File: src/rtl/amber48_pkg.sv
// amber48 core shared definitions: register-file geometry and regfile state type.
package amber48_pkg;

  localparam int XLEN           = 48;
  localparam int REG_COUNT      = 16;
  localparam int REG_ADDR_WIDTH = $clog2(REG_COUNT);
  localparam logic [REG_ADDR_WIDTH-1:0] REG_ZERO = '0;

  // Core default port counts for the multi-port register file
  localparam int RF_NUM_RD = 2;
  localparam int RF_NUM_WR = 1;

  typedef enum logic {RF_INIT, RF_RUN} amber48_rf_state_e;

endpackage

File: src/rtl/amber48_rf_scoreboard.sv
// Load-use scoreboard: one busy bit per architectural register.
// Priority per register: flush > reserve > write clear > hold. Bit 0 is always 0.
module amber48_rf_scoreboard
  import amber48_pkg::*;
#(
  parameter int REG_COUNT = amber48_pkg::REG_COUNT,
  parameter int NUM_WR    = amber48_pkg::RF_NUM_WR,
  localparam int AW       = $clog2(REG_COUNT)
) (
  input  logic                   clk_i,
  input  logic                   rst_ni,
  input  logic                   en_i,
  input  logic                   flush_i,
  input  logic                   rsv_valid_i,
  input  logic [AW-1:0]          rsv_addr_i,
  input  logic [NUM_WR-1:0]      we_i,
  input  logic [NUM_WR*AW-1:0]   wr_addr_i,
  output logic [REG_COUNT-1:0]   busy_o
);

  logic [REG_COUNT-1:0] busy_q, busy_d;
  logic [REG_COUNT-1:0] wr_hit;

  // Decode which registers are targeted by any enabled write port
  always_comb begin
    wr_hit = '0;
    for (int w = 0; w < NUM_WR; w++) begin
      if (we_i[w]) wr_hit[wr_addr_i[w*AW +: AW]] = 1'b1;
    end
  end

  // Next busy vector; a younger reservation beats a same-cycle write clear
  always_comb begin
    busy_d = busy_q;
    if (en_i) begin
      if (flush_i) begin
        busy_d = '0;
      end else begin
        for (int r = 1; r < REG_COUNT; r++) begin
          if (rsv_valid_i && (rsv_addr_i == AW'(r))) busy_d[r] = 1'b1;
          else if (wr_hit[r])                        busy_d[r] = 1'b0;
        end
      end
    end
    busy_d[0] = 1'b0;
  end

  // Busy state register, cleared by reset
  always_ff @(posedge clk_i or negedge rst_ni) begin
    if (!rst_ni) busy_q <= '0;
    else         busy_q <= busy_d;
  end

  assign busy_o = busy_q;

endmodule

File: src/rtl/amber48_regfile_mp.sv
// amber48 multi-port register file: RAM-mappable storage cleared by a
// sequential init walk, combinational reads with optional write bypass,
// hardwired zero register and a load-use scoreboard.
module amber48_regfile_mp
  import amber48_pkg::*;
#(
  parameter int XLEN      = amber48_pkg::XLEN,
  parameter int REG_COUNT = amber48_pkg::REG_COUNT,
  parameter int NUM_RD    = amber48_pkg::RF_NUM_RD,
  parameter int NUM_WR    = amber48_pkg::RF_NUM_WR,
  parameter int BYPASS    = 1,
  localparam int AW       = $clog2(REG_COUNT)
) (
  input  logic                     clk_i,
  input  logic                     rst_ni,
  output logic                     ready_o,
  input  logic [NUM_RD*AW-1:0]     rd_addr_i,
  output logic [NUM_RD*XLEN-1:0]   rd_data_o,
  output logic [NUM_RD-1:0]        rd_busy_o,
  input  logic [NUM_WR-1:0]        we_i,
  input  logic [NUM_WR*AW-1:0]     wr_addr_i,
  input  logic [NUM_WR*XLEN-1:0]   wr_data_i,
  input  logic                     rsv_valid_i,
  input  logic [AW-1:0]            rsv_addr_i,
  input  logic                     flush_i,
  output logic [REG_COUNT-1:0]     sb_busy_o
);

  localparam logic [AW-1:0] ZERO_A = AW'(REG_ZERO);
  localparam logic [AW-1:0] LAST_A = AW'(REG_COUNT - 1);

  amber48_rf_state_e   state_q;
  logic [AW-1:0]       clr_idx_q;
  logic                ready_q;
  logic                run;
  logic [XLEN-1:0]     mem_q [REG_COUNT];
  logic [REG_COUNT-1:0] sb_q;

  assign run     = (state_q == RF_RUN);
  assign ready_o = ready_q;

  // Init FSM: walk every entry once after reset, then stay in RUN
  always_ff @(posedge clk_i or negedge rst_ni) begin
    if (!rst_ni) begin
      state_q   <= RF_INIT;
      clr_idx_q <= '0;
      ready_q   <= 1'b0;
    end else begin
      case (state_q)
        RF_INIT: begin
          clr_idx_q <= clr_idx_q + 1'b1;
          if (clr_idx_q == LAST_A) begin
            state_q <= RF_RUN;
            ready_q <= 1'b1;
          end
        end
        RF_RUN: state_q <= RF_RUN;
        default: state_q <= RF_INIT;
      endcase
    end
  end

  // Storage: clear walk during init, port writes in RUN (highest port wins)
  always_ff @(posedge clk_i) begin
    if (!run) begin
      mem_q[clr_idx_q] <= '0;
    end else begin
      for (int w = 0; w < NUM_WR; w++) begin
        if (we_i[w] && (wr_addr_i[w*AW +: AW] != ZERO_A))
          mem_q[wr_addr_i[w*AW +: AW]] <= wr_data_i[w*XLEN +: XLEN];
      end
    end
  end

  // Read ports: zero during init and for REG_ZERO, else bypass or stored value
  always_comb begin
    logic [AW-1:0]   a;
    logic [XLEN-1:0] d;
    rd_data_o = '0;
    rd_busy_o = '0;
    a = '0;
    d = '0;
    for (int k = 0; k < NUM_RD; k++) begin
      a = rd_addr_i[k*AW +: AW];
      d = '0;
      if (run && (a != ZERO_A)) begin
        d = mem_q[a];
        if (BYPASS != 0) begin
          for (int w = 0; w < NUM_WR; w++) begin
            if (we_i[w] && (wr_addr_i[w*AW +: AW] == a)) d = wr_data_i[w*XLEN +: XLEN];
          end
        end
        rd_busy_o[k] = sb_q[a];
      end
      rd_data_o[k*XLEN +: XLEN] = d;
    end
  end

  amber48_rf_scoreboard #(
    .REG_COUNT (REG_COUNT),
    .NUM_WR    (NUM_WR)
  ) u_sb (
    .clk_i       (clk_i),
    .rst_ni      (rst_ni),
    .en_i        (run),
    .flush_i     (flush_i),
    .rsv_valid_i (rsv_valid_i),
    .rsv_addr_i  (rsv_addr_i),
    .we_i        (we_i),
    .wr_addr_i   (wr_addr_i),
    .busy_o      (sb_q)
  );

  assign sb_busy_o = sb_q;

endmodule

File: config.mk
export PLATFORM = sky130hd
export DESIGN_NAME = amber48_regfile_mp
export DESIGN_NICKNAME = d
export VERILOG_FILES = /design/src/rtl/amber48_pkg.sv /design/src/rtl/amber48_rf_scoreboard.sv /design/src/rtl/amber48_regfile_mp.sv
export SDC_FILE = /design/constraint.sdc
export NUM_CORES = 1
export LEC_CHECK = 0
export BUFFER_PORTS_ARGS = -buffer_cell sky130_fd_sc_hd__buf_4
export CORE_MARGIN = 4
export CORE_UTILIZATION = 35
export CTS_BUF_LIST = sky130_fd_sc_hd__clkbuf_2 sky130_fd_sc_hd__clkbuf_4 sky130_fd_sc_hd__clkbuf_8
export DETAILED_ROUTE_END_ITERATION = 6
export SKIP_CTS_REPAIR_TIMING = 1
export SLEW_MARGIN = 20
export SYNTH_ARGS = -nofsm -noshare
export SYNTH_HDL_FRONTEND = slang
export SYNTH_SLANG_ARGS = --single-unit
File: constraint.sdc
create_clock -name clk_i -period 5.2 [get_ports clk_i]
set_clock_uncertainty 0.1 [all_clocks]
set_input_delay 0.52 -clock clk_i [delete_from_list [all_inputs] [get_ports clk_i]]
set_output_delay 0.52 -clock clk_i [all_outputs]
set_load 0.1 [all_outputs]
==> impl_results.md <==
* Critical-path cell list: inv_2 > nor2_4 > buf_4 > o31ai_1 > a21oi_1 > buf_4
* Drt via density at 5.73
* Share of cells above drive strength 1 at 41.4%
* Final core utilization at 40.8%
* Synth Area in Simple Gates at 1.62%
* Worst Reg-to-Reg Cells at 5
* Largest family of logic cells by synthesized area: multiplexers
* Dpl cell area at 41800 sq um
* Fill count at 9820
* Seq. cell area at 23600 sq um
* Met2 Usage GRT at 31.8%
* Root Driver: clkbuf_8
* Synth warnings at 0
* Slew at the pin closest to its max-slew limit at 1190 ps
* Async set-reset flop share out of synthesis at 2.66%
* Synth Flop Type: edfxtp_1
* R2R setup slack at 1990 ps
* CP most frequent cell: buf_4
* Nets at 2321
* Reg2reg end: mem_q[7][23]
* Period minus WS final at 4280 ps
* CP max stage delay at 830 ps
* FMAX at 234 MHz
* Cell Pwr Density at 329 nW/um^2
* Pin count of the biggest net entering global routing at 82
* CTS Buf Count at 136
* Final ANT Viol Nets at 0
* Total track usage at 19.3%
* Register share of total power at 47.9%
* Drt pass-1 iters at 5
* Power Internal at 10.6 mW
* Multi-input combinational cell area at 14300 sq um
* CP startpoint: run
* Net Sw Frac at 27.7%
* Logic pwr share at 13.5%
* Peak VDD IR at 0.238 mV
* Data required, critical path at 4580 ps
* XOR/XNOR share of the synthesized area at 0.249%
* Worst EP arrival at 3660 ps
* Synthesized area at 38700 sq um
* Reg-to-Reg Start: run
* Post-Route WL at 113 mm
* Die Wd at 341 um
* M1 GR Usage at 25.0%
* Area leader, netlist: edfxtp_1
* Tot Pwr at 14.7 mW
* Area share of the largest cell type after synthesis at 59.5%
* Total congestion overflow at 0
* Hold crit path type: in2async
* Reg clk slew, reported paths at 60 ps
* Final setup fails at 0
* Antenna violations before repair at 4
* Gate Count Post-Synth at 2029
* WL/cell at 29.4 um
* DIE AREA at 116000 sq um
* CP Buf/Inv Count at 3
* Post-synth cell types at 50
* Max-cap violations at 0
* Vias in the first global route at 23500
* Fin Setup TNS at 0 ps
* Most frequent cell after synthesis: edfxtp_1
* DR iter-0 viols at 2036
* Clock power share at 38.6%
* Leakage Power at 15.7 nW
* Sequential area share after synthesis at 60.9%
* Fin cells at 3839
* Gr busiest metal: met2
* Post-synth EDFFs at 768
* Post-synthesis mux area share at 30.5%
* Residual DRC at 0
* Clk_lat worst skew at 810 ps
* Final number of hold-violating endpoints at 0
* Startpoint Class: register
* Die height at 341 um
* # clock sinks at 789
* Fin crit share at 82.3%
* Crit path max-delay family: buffers and inverters
* Net Sw Power at 4.06 mW
* FF+latch count, synth at 789
* Ranking of synthesized cells by area: edfxtp_1, mux4_2, mux2i_1
* Largest fanout on the critical path at 23
* Post-route design area at 44600 sq um
* Area of the core at 109000 sq um
* RSZ-0062 raised after global routing: no
* Max-slew violations at 0
* Cell count after placement at 3580
* H-tree depth at 4
* Layout area overhead at 15.2%
* Number of buffers inserted by port buffering at 182
* Global placer's final weighted congestion at 0.793
* Syn nets at 2099
* Clock Path Buffers at 3
* Compound-Gate Fraction of Synth Area at 4.01%
* DPL Wire Length at 65.8 mm
* Initial Utilization at 35.4%
* Synth top cells by count: edfxtp_1, mux4_2, mux2i_1
* Met3 GRT Util at 5.01%
* Critical path depth in cells at 6
* Critical Path End: rd_data_o[50]
* CP endpoint kind: primary output
* Max-slew headroom at 20.4%
* Syn avg cell area at 19.1 sq um
* Worst path slowest cell: nor2_4
* Rows at 121
* Kind of critical path: reg2out
* TritonCTS clock tree: yes
* First-pass GRT wire length at 163 mm
* Adder-Cell Fraction of Synth Area at 0.0323%
* Routed vias at 22000
* # IOs at 184
* Outcome: finished, final reports clean
-- kinds of logic after synthesis --
group / after synthesis
muxes: 680
DFF: 789
xor gates and xnor gates: 11
buffers and inverters: 183
and+or+nand+nor: 113
adders and majority gates: 1
AOI/OAI and AO/OA: 251
other: 1
-- per-layer routing --
| metal | share of wire [%] | routed length [um] | vias up |
|---|---|---|---|
| met1 | 40 | 45600 | 11800 |
| met5 | 0 | 0 | - |
| met3 | 7.7 | 8660 | 179 |
| met4 | 2.5 | 2880 | 0 |
| li1 | - | - | 9150 |
| met2 | 49 | 55700 | 912 |
-- through the flow --
stage | setup WS, ps | hold slack (ps)
floorplan | 1130 | 124
global placement | 1470 | 317
detailed placement | 1440 | 320
CTS | 793 | -576
global route | 562 | 8.29
finish | 920 | 43.7
-- power by group through the flow --
stage          combinational, mW  clock (mW)  sequential (mW)
4_1_cts                     2.00        5.79             7.03
5_1_grt                     2.08        6.08             7.03
3_3_place_gp                1.98           0             7.16
2_1_floorplan               1.43           0             7.18
6_report                    1.99        5.66             7.03
3_5_place_dp                2.00           0             7.16
-- worst min-delay path by stage --
| stage | start | to | slack, ps | cells past startpoint |
|---|---|---|---|---|
| after floorplan | rst_ni | clr_idx_q[0] | 120 | 0 |
| after global placement | rst_ni | u_sb.busy_o[8] | 320 | 1 |
| after detailed placement | rst_ni | u_sb.busy_o[4] | 320 | 1 |
| after CTS | rst_ni | u_sb.busy_o[12] | -580 | 1 |
| after global routing | rsv_addr_i[0] | u_sb.busy_o[3] | 8 | 3 |
| final | rst_ni | u_sb.busy_o[12] | 40 | 2 |
-- cells in the final DEF (no fill, tap or decap), types with 6 or more instances in the layout --
cell type	count
a21oi_1	103
a31oi_1	9
and2_1	48
buf_12	11
buf_4	236
clkbuf_4	37
clkbuf_8	139
clkinv_1	41
clkinv_2	15
dfrtp_1	21
dlygate4sd3_1	8
edfxtp_1	768
mux2_2	95
mux2i_1	191
mux4_2	392
nand2_1	11
nor2_4	18
o21ai_0	6
o21ai_1	24
o31ai_1	96
xnor2_1	11
-- state kept, by name (all words and copies together), names as in the netlist --
register	count
clr_idx_q	4
ready_o	1
run	1
mem_q	768
u_sb.busy_o	15
-- layout make-up --
class	instances	share of cell area, %
sequential	789	52.9
antenna	3	0.0168
clock inverter	74	1.23
clock buffer	173	4.83
multi-input combinational	1057	32.0
inverter	5	0.0421
timing repair buffer	262	4.84
tap	1476	4.14
Power figures use the tool's default switching activity.
